**config.mk**
```make
export PLATFORM = sky130hd
export DESIGN_NAME = fifo_wr_ctrl_flat
export DESIGN_NICKNAME = d
export VERILOG_FILES = /design/src/rtl/fifo_wr_ctrl_pkg.sv /design/src/rtl/fifo_wr_ctrl_if.sv /design/src/rtl/fifo_wr_ctrl_sync_2ff.sv /design/src/rtl/fifo_wr_ctrl.sv /design/src/flat_wrapper.sv
export SDC_FILE = /design/constraint.sdc
export NUM_CORES = 1
export LEC_CHECK = 0
export CAP_MARGIN = 10
export CORE_ASPECT_RATIO = 1.4
export CORE_MARGIN = 2
export CORE_UTILIZATION = 55
export CTS_CLUSTER_DIAMETER = 120
export CTS_CLUSTER_SIZE = 14
export DETAILED_ROUTE_END_ITERATION = 8
export PLACE_DENSITY = 0.88
export SETUP_SLACK_MARGIN = 0.4
export SYNTH_ARGS = -nofsm -noshare
export SYNTH_HDL_FRONTEND = slang
export SYNTH_SLANG_ARGS = --single-unit
```
**constraint.sdc**
```tcl
create_clock -name clk -period 3 [get_ports clk]
set_input_delay 0.3 -clock clk [delete_from_list [all_inputs] [get_ports clk]]
set_output_delay 0.3 -clock clk [all_outputs]
set_load 0.02 [all_outputs]
```
**src/rtl/fifo_wr_ctrl_pkg.sv**
```systemverilog
// Shared definitions for the FIFO write-side controller: FSM encoding and
// counter widths, also used by the matching read-side controller.
package fifo_wr_ctrl_pkg;

  typedef enum logic [1:0] {
    ST_IDLE   = 2'd0,
    ST_SETTLE = 2'd1,
    ST_WRITE  = 2'd2
  } wr_state_e;

  localparam int BURST_CNT_W  = 16;
  localparam int SETTLE_CNT_W = 8;

endpackage : fifo_wr_ctrl_pkg

```
**src/rtl/fifo_wr_ctrl_if.sv**
```systemverilog
// Write-side FIFO port: status flags from the FIFO, enable/data towards it.
interface fifo_wr_ctrl_if #(
  parameter int DATA_W = 8
);

  logic              wr_rst_busy;
  logic              empty;
  logic              almost_full;
  logic              full;
  logic              fifo_wr_en;
  logic [DATA_W-1:0] fifo_wr_data;

  // The controller drives writes; the FIFO drives status.
  modport master (
    input  wr_rst_busy, empty, almost_full, full,
    output fifo_wr_en, fifo_wr_data
  );

  modport slave (
    output wr_rst_busy, empty, almost_full, full,
    input  fifo_wr_en, fifo_wr_data
  );

endinterface : fifo_wr_ctrl_if

```
**src/rtl/fifo_wr_ctrl_sync_2ff.sv**
```systemverilog
// Generic 1-bit two-flop synchronizer with a configurable reset value.
module sync_2ff #(
  parameter logic RST_VAL = 1'b0
) (
  input  logic clk,
  input  logic rst_n,
  input  logic d,
  output logic q
);

  logic d0;

  // NOTE: sequential state uses non-blocking assignments so every flop
  // samples pre-edge values, independent of process evaluation order.
  always_ff @(posedge clk or negedge rst_n) begin
    if (!rst_n) begin
      d0 <= RST_VAL;
      q  <= RST_VAL;
    end else begin
      d0 <= d;
      q  <= d0;
    end
  end

endmodule : sync_2ff

```
**src/rtl/fifo_wr_ctrl.sv**
```systemverilog
// FIFO write-side controller: once the FIFO drains empty, waits a settle
// period and then writes an incrementing pattern until almost_full/full.
module fifo_wr_ctrl
  import fifo_wr_ctrl_pkg::*;
#(
  parameter int DATA_W     = 8,
  parameter int SETTLE_CYC = 10
) (
  input  logic                   clk,
  input  logic                   rst_n,
  fifo_wr_ctrl_if.master         wr,
  output logic [BURST_CNT_W-1:0] burst_cnt,
  output logic                   overflow_err
);

  localparam logic [SETTLE_CNT_W-1:0] SETTLE_LAST = SETTLE_CNT_W'(SETTLE_CYC - 1);

  wr_state_e               state_q, state_d;
  logic [SETTLE_CNT_W-1:0] cnt_q, cnt_d;
  logic                    wr_en_q, wr_en_d;
  logic [DATA_W-1:0]       data_q, data_d;
  logic [BURST_CNT_W-1:0]  burst_q, burst_d;
  logic                    ovf_q, ovf_d;
  logic                    empty_d1;

  // empty comes from the read clock domain; only the synchronized copy is used.
  sync_2ff #(.RST_VAL(1'b0)) u_empty_sync (
    .clk   (clk),
    .rst_n (rst_n),
    .d     (wr.empty),
    .q     (empty_d1)
  );

  // NOTE: every variable gets a default before the case so no path leaves
  // one unassigned, which would otherwise infer a latch.
  always_comb begin
    state_d = state_q;
    cnt_d   = cnt_q;
    wr_en_d = wr_en_q;
    data_d  = data_q;
    burst_d = burst_q;
    ovf_d   = ovf_q | (wr_en_q & wr.full);

    if (wr.wr_rst_busy) begin
      state_d = ST_IDLE;
      wr_en_d = 1'b0;
      cnt_d   = '0;
    end else begin
      unique case (state_q)
        ST_IDLE: begin
          wr_en_d = 1'b0;
          if (empty_d1) begin
            state_d = ST_SETTLE;
            cnt_d   = '0;
          end
        end
        ST_SETTLE: begin
          cnt_d = cnt_q + SETTLE_CNT_W'(1);
          // empty is only a start trigger; a drop here does not abort.
          if (cnt_q == SETTLE_LAST) begin
            state_d = ST_WRITE;
            wr_en_d = 1'b1;
            data_d  = '0;
          end
        end
        ST_WRITE: begin
          if (wr_en_q && !wr.full) data_d = data_q + DATA_W'(1);
          // The write presented on the exit cycle still lands if not full.
          if (wr.almost_full || wr.full) begin
            state_d = ST_IDLE;
            wr_en_d = 1'b0;
            burst_d = burst_q + BURST_CNT_W'(1);
          end
        end
        default: begin
          state_d = ST_IDLE;
          wr_en_d = 1'b0;
        end
      endcase
    end
  end

  always_ff @(posedge clk or negedge rst_n) begin
    if (!rst_n) begin
      state_q <= ST_IDLE;
      cnt_q   <= '0;
      wr_en_q <= 1'b0;
      data_q  <= '0;
      burst_q <= '0;
      ovf_q   <= 1'b0;
    end else begin
      state_q <= state_d;
      cnt_q   <= cnt_d;
      wr_en_q <= wr_en_d;
      data_q  <= data_d;
      burst_q <= burst_d;
      ovf_q   <= ovf_d;
    end
  end

  assign wr.fifo_wr_en   = wr_en_q;
  assign wr.fifo_wr_data = data_q;
  assign burst_cnt       = burst_q;
  assign overflow_err    = ovf_q;

endmodule : fifo_wr_ctrl

```
**src/flat_wrapper.sv**
```systemverilog
// flat-port wrapper written by rule: the top's interface ports become plain ports
module fifo_wr_ctrl_flat import fifo_wr_ctrl_pkg::*;
#(
  parameter int DATA_W     = 8,
  parameter int SETTLE_CYC = 10
)
  (clk, rst_n, burst_cnt, overflow_err, wr_wr_rst_busy, wr_empty, wr_almost_full, wr_full, wr_fifo_wr_en, wr_fifo_wr_data);
  fifo_wr_ctrl_if #(.DATA_W(DATA_W)) wr_i ();
  input  logic clk;
  input  logic rst_n;
  output logic [BURST_CNT_W-1:0] burst_cnt;
  output logic overflow_err;
  input wire logic [$bits(wr_i.wr_rst_busy)-1:0] wr_wr_rst_busy;
  input wire logic [$bits(wr_i.empty)-1:0] wr_empty;
  input wire logic [$bits(wr_i.almost_full)-1:0] wr_almost_full;
  input wire logic [$bits(wr_i.full)-1:0] wr_full;
  output wire logic [$bits(wr_i.fifo_wr_en)-1:0] wr_fifo_wr_en;
  output wire logic [$bits(wr_i.fifo_wr_data)-1:0] wr_fifo_wr_data;
  assign wr_i.wr_rst_busy = wr_wr_rst_busy;
  assign wr_i.empty = wr_empty;
  assign wr_i.almost_full = wr_almost_full;
  assign wr_i.full = wr_full;
  assign wr_fifo_wr_en = wr_i.fifo_wr_en;
  assign wr_fifo_wr_data = wr_i.fifo_wr_data;
  fifo_wr_ctrl #(.DATA_W(DATA_W), .SETTLE_CYC(SETTLE_CYC)) u_core (.clk(clk), .rst_n(rst_n), .wr(wr_i), .burst_cnt(burst_cnt), .overflow_err(overflow_err));
endmodule
```
==> metrics.txt <==
# TYPE chip_impl_metric gauge
chip_impl_info{name="run_status",value="complete, no violations"} 1
chip_impl_metric{name="grt_pass1_vias",unit=""} 1576
chip_impl_info{name="synth.cells.most_frequent",value="dfrtp_1 (38), nand2_1 (19), nand3_1 (18)"} 1
chip_impl_metric{name="critical_path_s_largest_stage_delay",unit="ns"} 0.56
chip_impl_metric{name="netlist_area",unit="mm^2"} 0.00176
chip_impl_info{name="timing.rr.end",value="u_core.wr.fifo_wr_data[6]"} 1
chip_impl_metric{name="cts_inserted_buffers",unit=""} 5
chip_impl_metric{name="io_pins",unit=""} 32
chip_impl_metric{name="timing.critical_path.depth",unit=""} 5
chip_impl_metric{name="areaGrowthSynthToFinish",unit="%"} 25.0
chip_impl_info{name="synthMostInstantiatedCell",value="dfrtp_1"} 1
chip_impl_metric{name="post-dp-hpwl",unit="um"} 2770
chip_impl_metric{name="routed_antenna_nets",unit=""} 0
chip_impl_info{name="tritoncts",value="built"} 1
chip_impl_info{name="yosys.area.top_type",value="dfrtp_1"} 1
chip_impl_info{name="cell_class_contributing_the_biggest_share_of_worst_path_delay",value="simple AND/OR/NAND/NOR gates"} 1
chip_impl_metric{name="max_cap_violations",unit=""} 0
chip_impl_metric{name="syn-mean-instance-area",unit="um^2"} 10.2
chip_impl_metric{name="setup_viol_count_final",unit=""} 0
chip_impl_metric{name="number_of_synthesized_flops_with_an_enable_pin",unit=""} 0
chip_impl_metric{name="yosysTopAreaCellShare",unit="%"} 53.9
chip_impl_metric{name="yosysWarningCount",unit=""} 0
chip_impl_metric{name="cp_max_fo",unit=""} 8
chip_impl_metric{name="cts.repair.resized",unit=""} 0
chip_impl_info{name="startpoint_type",value="input port"} 1
chip_impl_metric{name="via_count",unit=""} 1473
chip_impl_metric{name="fin_crit_sh",unit="%"} 70.4
chip_impl_metric{name="final_max_slew_viol_count",unit=""} 0
chip_impl_metric{name="route.detailed.vias_per_inst",unit=""} 5.94
chip_impl_metric{name="skew",unit="ns"} 0.00792
chip_impl_info{name="clock_tree.root_cell",value="clkbuf_8"} 1
chip_impl_info{name="min-delay-path-class",value="input port to async pin"} 1
chip_impl_metric{name="detail_route.wl_per_cell",unit="um"} 16.0
chip_impl_metric{name="antenna-diode-count",unit=""} 0
chip_impl_info{name="worst-setup-path-type",value="input port to flop"} 1
chip_impl_metric{name="cts_sinks",unit=""} 38
chip_impl_metric{name="reg2reg_slack",unit="ns"} 0.94
chip_impl_info{name="synth_ff_type",value="dfrtp_1"} 1
chip_impl_metric{name="relSlewSlack",unit="%"} 45.7
chip_impl_info{name="worstPathCellList",value="clkdlybuf4s50_1, or3b_4, or3_1, or4_1, nand3_1"} 1
chip_impl_metric{name="postSynthRegisterBits",unit=""} 38
chip_impl_metric{name="cts.htree.levels",unit=""} 2
chip_impl_info{name="crit_path_top_delay_cell",value="or4_1"} 1
chip_impl_metric{name="antenna_found_initial",unit=""} 0
chip_impl_metric{name="synthesis.instances",unit=""} 172
chip_impl_metric{name="pwr_density_cell",unit="mW/mm^2"} 413
chip_impl_metric{name="synth-seq-area-share",unit="%"} 53.9
chip_impl_metric{name="detailedRoute.firstIterationViolations",unit=""} 76
chip_impl_metric{name="detail_route.first_pass.iterations",unit=""} 4
chip_impl_metric{name="postSynth.asyncResetShare",unit="%"} 100
chip_impl_metric{name="layout-drive-gt1-share",unit="%"} 5.74
chip_impl_metric{name="groute.usage.overall",unit="%"} 24.4
chip_impl_metric{name="clock_pin_slew_reported_for_the_worst_setup_and_hold_paths_after_clock_tree_synthesis",unit="ns"} 0.07
chip_impl_metric{name="cts_hold_buffers",unit=""} 0
chip_impl_metric{name="fmax",unit="MHz"} 474
chip_impl_metric{name="placement_rows",unit=""} 24
chip_impl_metric{name="drt_wl_total",unit="um"} 3970
chip_impl_metric{name="source_to_sink_clock_delay_at_the_later_pin_of_the_worst_skew_pair",unit="ns"} 0.29
chip_impl_info{name="rsz0062_at_grt",value="false"} 1
chip_impl_metric{name="final_period_minus_worst_setup_slack",unit="ns"} 2.11
chip_impl_info{name="timing.critical_path.to_type",value="flop"} 1
chip_impl_metric{name="setup_tns",unit="ns"} 0
chip_impl_metric{name="synth.lib_cells_used.distinct",unit=""} 37
chip_impl_metric{name="gp_congestion",unit=""} 0.899
chip_impl_metric{name="core_area",unit="mm^2"} 0.00309
chip_impl_metric{name="grt_first_pass_wirelength",unit="um"} 6790
chip_impl_metric{name="buffers_on_ports",unit=""} 31
chip_impl_metric{name="gr-total-overflow",unit=""} 0
chip_impl_metric{name="worst-slew-pin-transition",unit="ns"} 0.814
chip_impl_metric{name="cp.required",unit="ns"} 3.22
chip_impl_metric{name="cts_max_path_buffers",unit=""} 2
chip_impl_metric{name="cts_setup_buffers",unit=""} 0
chip_impl_metric{name="ff2ff_path_depth",unit=""} 4
chip_impl_metric{name="postSynthNetCount",unit=""} 182
chip_impl_metric{name="path_buf_inv",unit=""} 1
chip_impl_metric{name="cp_data_arrival_time",unit="ns"} 2.33
chip_impl_info{name="reg2reg_from",value="u_core.state_q[0]"} 1
chip_impl_metric{name="hold_violations",unit=""} 0
chip_impl_metric{name="die_h",unit="um"} 71.0
chip_impl_metric{name="fin_worst_hold_slack",unit="ns"} 0.0970
chip_impl_metric{name="chip_width",unit="um"} 51.9
chip_impl_metric{name="layout.nets",unit=""} 218
chip_impl_metric{name="floorplan.initialDensity",unit="%"} 57.0
chip_impl_info{name="netlist_top_cells_area",value="dfrtp_1 (54%), xnor2_1 (7.5%), nand3_1 (5.1%)"} 1
chip_impl_metric{name="static-leakage-power",unit="nW"} 0.957
chip_impl_metric{name="vdd_ir_drop_max",unit="mV"} 0.360
chip_impl_metric{name="die-area",unit="mm^2"} 0.00368
chip_impl_metric{name="detail_route.drc_violations",unit=""} 0
chip_impl_metric{name="grt_max_degree",unit=""} 39
==> placed cells by master, fill, tap and decap left out, types with 5 or more instances in the layout <==
cell,netlist,layout
clkdlybuf4s50_1,0,30
nand2_1,19,19
nor3_1,5,5
nand4_1,5,5
xnor2_1,15,15
dfrtp_1,38,38
nand3_1,18,18
nor2_1,11,11
clkbuf_8,0,6
inv_1,5,5
o21ai_0,11,11
==> metrics by stage <==
stage	util (%)	power (mW)	cell area [um^2]	setup WS (ns)	instances
global placement	68.3	0.559	2110	0.730	240
detailed placement	68.3	0.561	2110	0.635	240
finish	71.2	0.910	2200	0.889	248
global route	71.2	0.945	2200	0.842	248
floorplan	-	0.541	1760	1.10	172
CTS	71.2	0.918	2200	0.926	248
==> area by class of cell <==
cell class	instances	area, um^2
Clock buffer	7	86.3
Fill cell	218	890
Inverter	5	18.8
Tap cell	39	48.8
Timing Repair Buffer	32	313
Sequential cell	38	951
Multi-Input combinational cell	126	781
Clock inverter	1	5.00
==> worst max-delay path by stage <==
| stage | from | endpoint | slack, ns |
|---|---|---|---|
| after global routing | wr_wr_rst_busy | u_core.wr.fifo_wr_data[7] | 0.84 |
| after global placement | wr_wr_rst_busy | u_core.wr.fifo_wr_data[6] | 0.73 |
| after floorplan | u_core.state_q[0] | u_core.wr.fifo_wr_data[6] | 1.10 |
| after CTS | wr_wr_rst_busy | u_core.wr.fifo_wr_data[6] | 0.93 |
| after detailed placement | wr_wr_rst_busy | u_core.wr.fifo_wr_data[6] | 0.63 |
| final | wr_wr_rst_busy | u_core.wr.fifo_wr_data[6] | 0.89 |
==> flip-flops by register name, indices dropped and copies added, names as in the netlist <==
register	flops
u_core.burst_cnt	16
u_core.cnt_q	8
u_core.state_q	2
u_core.u_empty_sync.d0	1
u_core.u_empty_sync.q	1
u_core.overflow_err	1
u_core.wr.fifo_wr_en	1
u_core.wr.fifo_wr_data	8
==> power by group <==
| part | switching, mW | internal, mW | total (mW) | leakage, nW |
|---|---|---|---|---|
| combinational | 0.0208 | 0.0102 | 0.0310 | 0.390 |
| sequential | 0.00401 | 0.516 | 0.520 | 0.519 |
| clock | 0.174 | 0.185 | 0.359 | 0.0482 |
==> cells by family after synthesis <==
| kind of cell | share of synthesized area, % |
|---|---|
| AND/OR/NAND/NOR | 21.2 |
| flip-flops | 53.9 |
| XOR/XNOR | 8.45 |
| multiplexers | 0.639 |
| buffers and inverters | 1.77 |
| AO/OA/AOI/OAI | 11.1 |
| adder cells (fa/ha/maj) | 2.84 |
==> per-layer routing <==
layer	vias up	GRT usage, %	wire length (um)
li1	686	-	-
met1	735	26.3	1560
met2	44	42.5	2160
met3	8	7.17	193
met4	0	11.4	63
met5	-	0	0
Power figures use the tool's default switching activity.
